===== src/rtl/dd_dip_decoder.sv =====
// DIP decoder: synchronises the frontend status word and OSD controls, then decodes them into the
// active-low DSW-A/B banks and the turbo flag. Define DIP_FILTER_EN to enable the stability filter.
module dd_dip_decoder #(
    parameter int unsigned STABLE_CYC = 16
) (
    input  logic        clk,
    input  logic        rst,
    input  logic [31:0] status,
    input  logic        dip_pause,
    input  logic        dip_test,
    input  logic        dip_flip,
    output logic [7:0]  dipsw_a,
    output logic [7:0]  dipsw_b,
    output logic        turbo
);

    // Vector layout: {flip, test, pause, status[31:16]}; neutral = not paused, not test, not flipped
    localparam logic [18:0] VecNeutral = {1'b0, 1'b1, 1'b1, 16'h0000};

    logic [18:0] w_in;
    logic [18:0] r_s1;
    logic [18:0] r_s2;
    logic [18:0] w_src;
    logic        w_load;
    logic [7:0]  w_dsw_a;
    logic [7:0]  w_dsw_b;
    logic        w_turbo;
    logic [7:0]  r_dsw_a;
    logic [7:0]  r_dsw_b;
    logic        r_turbo;
    logic        w_unused;

    assign w_in = {dip_flip, dip_test, dip_pause, status[31:16]};

    always_ff @(posedge clk) begin
        if (rst) begin
            r_s1 <= VecNeutral;
            r_s2 <= VecNeutral;
        end else begin
            r_s1 <= w_in;
            r_s2 <= r_s1;
        end
    end

`ifdef DIP_FILTER_EN
    localparam logic [7:0] CntSat  = 8'(STABLE_CYC);
    localparam logic [7:0] CntLoad = 8'(STABLE_CYC - 1);

    logic [18:0] r_cand;
    logic [7:0]  r_cnt;

    // Any difference restarts the count, so multi-bit changes and mid-count bounces act as one event
    always_ff @(posedge clk) begin
        if (rst) begin
            r_cand <= VecNeutral;
            r_cnt  <= 8'd0;
        end else if (r_s2 != r_cand) begin
            r_cand <= r_s2;
            r_cnt  <= 8'd0;
        end else if (r_cnt != CntSat) begin
            r_cnt  <= r_cnt + 8'd1;
        end
    end

    assign w_load   = (r_s2 == r_cand) && (r_cnt == CntLoad);
    assign w_src    = r_cand;
    assign w_unused = ^{status[15:0], w_src[15], w_src[13]};
`else
    assign w_load   = 1'b1;
    assign w_src    = r_s2;
    assign w_unused = ^{status[15:0], w_src[15], w_src[13], 8'(STABLE_CYC)};
`endif

    always_comb begin
        w_dsw_a = {w_src[17], ~w_src[18], ~w_src[5:3], ~w_src[2:0]};
        w_dsw_b = {~w_src[12:11], ~w_src[10:9], 1'b1, ~w_src[8], ~w_src[7:6]};
        w_turbo = w_src[14] & w_src[16];
    end

    // All three outputs share one load enable so they never show a mixed decode
    always_ff @(posedge clk) begin
        if (rst) begin
            r_dsw_a <= 8'hFF;
            r_dsw_b <= 8'hFF;
            r_turbo <= 1'b0;
        end else if (w_load) begin
            r_dsw_a <= w_dsw_a;
            r_dsw_b <= w_dsw_b;
            r_turbo <= w_turbo;
        end
    end

    assign dipsw_a = r_dsw_a;
    assign dipsw_b = r_dsw_b;
    assign turbo   = r_turbo;

endmodule


===== config.mk =====
export PLATFORM = sky130hd
export DESIGN_NAME = dd_dip_decoder
export DESIGN_NICKNAME = d
export VERILOG_FILES = /design/src/rtl/dd_dip_decoder.sv
export SDC_FILE = /design/constraint.sdc
export NUM_CORES = 1
export LEC_CHECK = 0
export ABC_AREA = 1
export CAP_MARGIN = 30
export CORE_MARGIN = 5
export CORE_UTILIZATION = 42
export DETAILED_ROUTE_END_ITERATION = 8
export GPL_TIMING_DRIVEN = 1
export PLACE_DENSITY = 0.77
export SLEW_MARGIN = 20
export SYNTH_ARGS = -nofsm -noshare
export SYNTH_HDL_FRONTEND = slang
export SYNTH_SLANG_ARGS = --single-unit

===== constraint.sdc =====
create_clock -name clk -period 1.1 [get_ports clk]
set_clock_uncertainty 0.2 [all_clocks]
set_input_delay 0.22 -clock clk [delete_from_list [all_inputs] [get_ports clk]]
set_output_delay 0.22 -clock clk [all_outputs]
set_load 0.05 [all_outputs]

==> impl_metrics.py, run 1 <==
metrics = {
    "sta": {
        "fin_setup_tns_ns": -2.70,
        "post-route-period-util": 1.16,
        "rsz0062_at_grt": "true",
        "slew_violations": 0,
        "fin_crit_ns": 1.28,
        "hold_viol": 0,
        "max_clock_freq_mhz": 782,
        "finalSetupViolCount": 16,
        "timing.final.ws_setup_ns": -0.178,
    },
    "hold_path": {
        "worstHoldPathType": "in -> reg",
        "hold_depth": 3,
    },
    "floorplanning": {
        "core_um2": 3280,
        "row_count": 21,
        "io-pin-count": 54,
        "dieHeight_um": 67.7,
        "die_area_um2": 4580,
        "die_w_um": 67.7,
        "start_util": 0.425,
    },
    "clocking": {
        "cts-root-buf": "clkbuf_4",
        "path_clk_slew_ns": 0.14,
        "clkLatencyLatePin_ns": 0.36,
        "cts_tree": "yes",
        "cts_num_sinks": 50,
        "cts_hold_buf": 0,
        "clk_path_buf_depth": 2,
        "post_cts_buffers": 0,
        "numCtsBuffers": 5,
        "htreeDepth": 2,
        "ctsResizeCount": 16,
    },
    "detailed_routing": {
        "avgRoutedWirePerCell_um": 8.74,
        "dr.first_iter.drc_count": 25,
        "dr_total_vias": 842,
        "final_antenna_net_count": 0,
        "viasPerCell": 3.74,
        "first_pass_iters": 4,
        "drc": 0,
        "wirelength_mm": 1.97,
    },
    "yosys": {
        "syn_avg_cell_area_um2": 10.0,
        "synth_cell_types": 10,
        "synthXorXnorAreaFrac": 0,
        "synth_top_area_share": 0.717,
        "synthMuxAreaShare": 0,
        "synthCells": 139,
        "synthSimpleGateAreaFrac": 0.146,
        "yosysTopAreaCell": "dfxtp_1",
        "yosysWarningCount": 0,
        "seq_area_frac_synth": 0.717,
        "syn_nets": 176,
        "yosys-top-cells-area": "dfxtp_1 72%, nor2_1 8.3%, inv_1 8.1%",
        "ys_ff_latch": 50,
        "synth_area_um2": 1400,
        "synth_top_family_by_area": "simple AND/OR/NAND/NOR gates",
        "synth-adder-area-share": 0,
        "synth_compound_area_frac": 0,
    },
    "setup_path": {
        "rr_worst_depth": 1,
        "critical_path_buf_inv_count": 1,
        "cp_cell_sequence": "buf_12",
        "crit_family": "flip-flops",
        "cp_data_required_time_ns": 0.68,
        "critical_path_class": "reg -> out",
        "crit_cells": 1,
        "critPathLaunchType": "flip-flop",
        "slowest_stage": "dfxtp_2",
        "critical_path_arrival_ns": 0.86,
        "slowest_delay_ns": 0.37,
        "end_kind": "primary output",
        "critPathMaxFanout": 1,
    },
    "layout": {
        "final_nets": 215,
        "final_layout_size_suffix_gt1_frac": 0.251,
        "antenna_cells": 0,
        "syn2layout_area_growth_pct": 46.1,
        "instances_no_fill": 225,
        "final_util": 0.621,
    },
    "grt": {
        "grt.total_usage": 0.0991,
        "grt_max_degree": 26,
        "grt_remaining_overflow": 0,
        "grt_pass1_vias": 818,
        "antenna_found_initial": 0,
        "grt_pass1_wl_mm": 3.19,
    },
    "place": {
        "dp_slack_ns": -0.328,
        "port-buffer-count": 34,
        "gp_congestion": 0.648,
        "dp.final_hpwl_mm": 1.49,
        "place_inst": 217,
    },
    "outcome": {
        "outcome": "complete, but fails checks",
        "violations": "setup timing",
    },
    "power": {
        "vdd_drop_max_uv": 1080,
        "power.density_nw_per_um2": 1580,
        "leakagePower_nw": 0.926,
    },
    "job": {
        "drv_cap": 0,
    },
}
## flip-flops by register name, indices dropped and copies added, names as in the netlist
name     flops
dipsw_a      8
dipsw_b      7
r_s1        17
r_s2        17
turbo        1
## area by class of cell
| class | count | area, um2 |
|---|---|---|
| inverters | 31 | 116 |
| clock inverters | 3 | 43.8 |
| fillers | 249 | 1240 |
| repair buffers | 38 | 556 |
| clock buffers | 5 | 37.5 |
| well taps | 46 | 57.6 |
| multi-input cells | 52 | 208 |
| flip-flops and latches | 50 | 1020 |
## power breakdown
part	total (mW)	leakage, nW	switching, mW	internal (mW)
clock	1.02	0.0456	0.539	0.483
combinational	0.289	0.474	0.132	0.157
sequential	1.91	0.406	0.0262	1.89
## cell families after synthesis
group	after synthesis
and+or+nand+nor	51
buffers and inverters	37
other	1
DFF	50
## stage by stage
step	hold WS [ns]	power [mW]	cell area (um2)
after floorplan	0.117	2.09	1400
after global placement	0.154	2.23	1940
after detailed placement	0.159	2.24	1940
after CTS	0.145	3.26	2040
after global routing	0.142	3.37	2040
final	0.162	3.22	2040
## layer usage
metal  wire length, um  global-route usage  vias up
met3               124              0.0316        7
met2              1020               0.162       26
met5                 0                   0        -
met1               733              0.0963      349
met4                86              0.0987        0
li1                  -                   -      460
## placed cells by master (no fill, tap or decap), drive strengths merged
| master | Yosys | routed |
|---|---|---|
| conb | 1 | 1 |
| buf | 3 | 20 |
| clkdlybuf4s50 | 0 | 18 |
| nand2 | 15 | 15 |
| dfxtp | 50 | 50 |
| inv | 31 | 32 |
| bufinv | 0 | 1 |
| nor2 | 31 | 31 |
| clkbuf | 3 | 5 |
| or2 | 5 | 5 |
| clkinv | 0 | 1 |
## cells in the mapped netlist
library cell and number:
buf_6 2, clkbuf_8 3, buf_4 1, nand2_1 15, inv_1 30, or2_1 5
dfxtp_1 50, nor2_1 31, conb_1 1, inv_2 1
## final timing paths
| path | startpoint | endpoint | slack, ns |
|---|---|---|---|
| hold reg to reg | r_s2[4]$_SDFF_PP0_ | dipsw_a[4]$_SDFF_PP1_ | 0.19 |
| setup / recovery | dipsw_b[7]$_SDFF_PP1_ | dipsw_b[7] | -0.18 |
| hold / removal | status[16] | r_s1[0]$_SDFF_PP0_ | 0.16 |
| setup reg to reg | r_s1[16]$_SDFF_PP1_ | r_s2[16]$_SDFF_PP1_ | 0.30 |
(Power assumes the default switching activity.)
==> run 2: changes to the inputs <==
--- a/config.mk
+++ b/config.mk
@@ -11,6 +11,7 @@
 export CORE_UTILIZATION = 42
 export DETAILED_ROUTE_END_ITERATION = 8
 export GPL_TIMING_DRIVEN = 1
+export HOLD_SLACK_MARGIN = 0.1
 export PLACE_DENSITY = 0.77
 export SLEW_MARGIN = 20
 export SYNTH_ARGS = -nofsm -noshare
==> results of run 2 <==
Final layout, timing and power as in run 1 (identical DEF).
==> run 3: changes to the inputs <==
--- a/config.mk
+++ b/config.mk
@@ -8,11 +8,11 @@
 export ABC_AREA = 1
 export CAP_MARGIN = 30
 export CORE_MARGIN = 5
-export CORE_UTILIZATION = 42
+export CORE_UTILIZATION = 45
 export DETAILED_ROUTE_END_ITERATION = 8
 export GPL_TIMING_DRIVEN = 1
 export HOLD_SLACK_MARGIN = 0.1
-export PLACE_DENSITY = 0.77
+export PLACE_DENSITY = 0.82
 export SLEW_MARGIN = 20
 export SYNTH_ARGS = -nofsm -noshare
 export SYNTH_HDL_FRONTEND = slang
==> constraint.sdc (replaced) <==
create_clock -name clk -period 1.5 [get_ports clk]
set_clock_uncertainty 0.2 [all_clocks]
set_input_delay 0.3 -clock clk [delete_from_list [all_inputs] [get_ports clk]]
set_output_delay 0.3 -clock clk [all_outputs]
set_load 0.05 [all_outputs]
==> run 3 against run 2 <==
Against the previous run:
- the flow now finishes without violations
- die area shrank 5.7%
- worst setup slack better by 0.29 ns
- first-iteration DRC count fell by 4.0%
- non-clock buffer count up 1
- sequential cell count did not move
- critical path type unchanged
- critical endpoint is now dipsw_a[3]
- largest power group unchanged
- highest routed layer unchanged
==> impl_metrics.py, run 3 (same netlist as run 1, synthesis figures left out) <==
metrics = {
    "place": {
        "port-buffer-count": 34,
        "dp_slack_ns": -0.00697,
        "gp_congestion": 0.700,
        "dp.final_hpwl_mm": 1.55,
        "place_inst": 205,
    },
    "detailed_routing": {
        "wirelength_mm": 1.89,
        "first_pass_iters": 4,
        "final_antenna_net_count": 0,
        "viasPerCell": 4.04,
        "dr_total_vias": 861,
        "drc": 0,
        "dr.first_iter.drc_count": 24,
        "avgRoutedWirePerCell_um": 8.86,
    },
    "clocking": {
        "clk_path_buf_depth": 2,
        "cts-root-buf": "clkbuf_4",
        "post_cts_buffers": 0,
        "cts_num_sinks": 50,
        "cts_hold_buf": 0,
        "clkLatencyLatePin_ns": 0.35,
        "path_clk_slew_ns": 0.13,
        "htreeDepth": 2,
        "cts_tree": "yes",
        "ctsResizeCount": 0,
        "numCtsBuffers": 5,
    },
    "setup_path": {
        "cp_data_required_time_ns": 1.00,
        "critPathLaunchType": "flip-flop",
        "slowest_stage": "dfxtp_1",
        "crit_family": "flip-flops",
        "r2r_start": "r_s1[17]$_SDFF_PP1_",
        "timing.rr.end": "r_s2[17]$_SDFF_PP1_",
        "critical_path_arrival_ns": 0.89,
        "end_kind": "primary output",
        "cp_cell_sequence": "buf_12",
        "crit_cells": 1,
        "rr_worst_depth": 1,
        "critical_path_class": "reg -> out",
        "critical_path_buf_inv_count": 1,
        "ff2ff_setup_slack_ns": 0.70,
        "critPathMaxFanout": 1,
        "slowest_delay_ns": 0.39,
    },
    "hold_path": {
        "worstHoldStart": "r_s2[0]$_SDFF_PP0_",
        "worstHoldPathType": "reg -> reg",
        "hold_depth": 1,
        "hold_end": "dipsw_a[0]$_SDFF_PP1_",
    },
    "power": {
        "power.density_nw_per_um2": 1170,
        "finalPower_mw": 2.35,
        "vdd_drop_max_uv": 662,
        "leakagePower_nw": 0.929,
    },
    "job": {
        "drv_cap": 0,
    },
    "floorplanning": {
        "row_count": 20,
        "die_area_um2": 4320,
        "dieHeight_um": 65.7,
        "io-pin-count": 54,
        "core_um2": 3000,
        "start_util": 0.465,
        "die_w_um": 65.7,
    },
    "grt": {
        "busiest_layer": "met2",
        "grt_max_degree": 25,
        "grt_pass1_wl_mm": 3.41,
        "grt_pass1_vias": 850,
        "grt.total_usage": 0.107,
        "use_met1": 0.107,
        "antenna_found_initial": 0,
        "use_met2": 0.188,
        "grt_remaining_overflow": 0,
        "grt_use_met3": 0.0325,
    },
    "layout": {
        "instances_no_fill": 213,
        "final_layout_size_suffix_gt1_frac": 0.167,
        "final_util": 0.670,
        "antenna_cells": 0,
        "final_nets": 216,
        "mostFrequentLayoutCells": "50 x dfxtp_1, 31 x nor2_1, 30 x inv_1, 18 x clkdlybuf4s50_1, 18 x buf_12",
        "fill_cells": 233,
        "syn2layout_area_growth_pct": 44.1,
        "final_common_cell": "dfxtp_1",
    },
    "sta": {
        "hold_viol": 0,
        "finalSetupViolCount": 0,
        "slew_violations": 0,
        "fin_crit_ns": 1.39,
        "hold_slack_ns": 0.178,
        "max_clock_freq_mhz": 720,
        "rsz0062_at_grt": "false",
        "post-route-period-util": 0.926,
        "timing.final.ws_setup_ns": 0.110,
    },
    "outcome": {
        "outcome": "complete, no violations",
    },
}
## run 3: changes by cell type in the layout (fill, tap and decap cells not counted), sizes merged
cell	change
clkinvlp	+2
clkinv	-1
buf	+1
inv	-1
## run 3: cell type report
type	instances	area, um2	share of cell area
Clock buffer	5	37.5	0.0187
Tap cell	33	41.3	0.0205
Inverter	31	116	0.0578
Clock inverter	3	45.0	0.0224
Multi-Input combinational cell	52	208	0.103
Sequential cell	50	1000	0.498
Timing Repair Buffer	39	563	0.280
## run 3: routing by layer
layer  vias up  part of all wire
met2        26              0.54
met1       371              0.38
li1        459                 -
met4         0             0.026
met5         -                 0
met3         5             0.053
## run 3: through the flow
stage	area (um2)	setup TNS (ns)
2_1_floorplan	1400	0
3_3_place_gp	1930	0
3_5_place_dp	1930	-0.0133
4_1_cts	2010	0
5_1_grt	2010	0
6_report	2010	0
## run 3: how the worst max path moves through the flow
stage / startpoint / end / slack [ns]
3_5_place_dp: rst / dipsw_a[4]$_SDFF_PP1_ / -0.007
4_1_cts: dipsw_a[3]$_SDFF_PP1_ / dipsw_a[3] / 0.08
5_1_grt: dipsw_a[2]$_SDFF_PP1_ / dipsw_a[2] / 0.05
3_3_place_gp: rst / r_s1[17]$_SDFF_PP1_ / 0.02
2_1_floorplan: dipsw_a[0]$_SDFF_PP1_ / dipsw_a[0] / 0.41
6_report: dipsw_a[3]$_SDFF_PP1_ / dipsw_a[3] / 0.11
## run 3: report_power, final
group / total (mW) / switching, mW / internal (mW)
Clock: 0.739 / 0.389 / 0.350
Sequential: 1.40 / 0.0195 / 1.38
Combinational: 0.213 / 0.0964 / 0.116
Total: 2.35 / 0.505 / 1.85
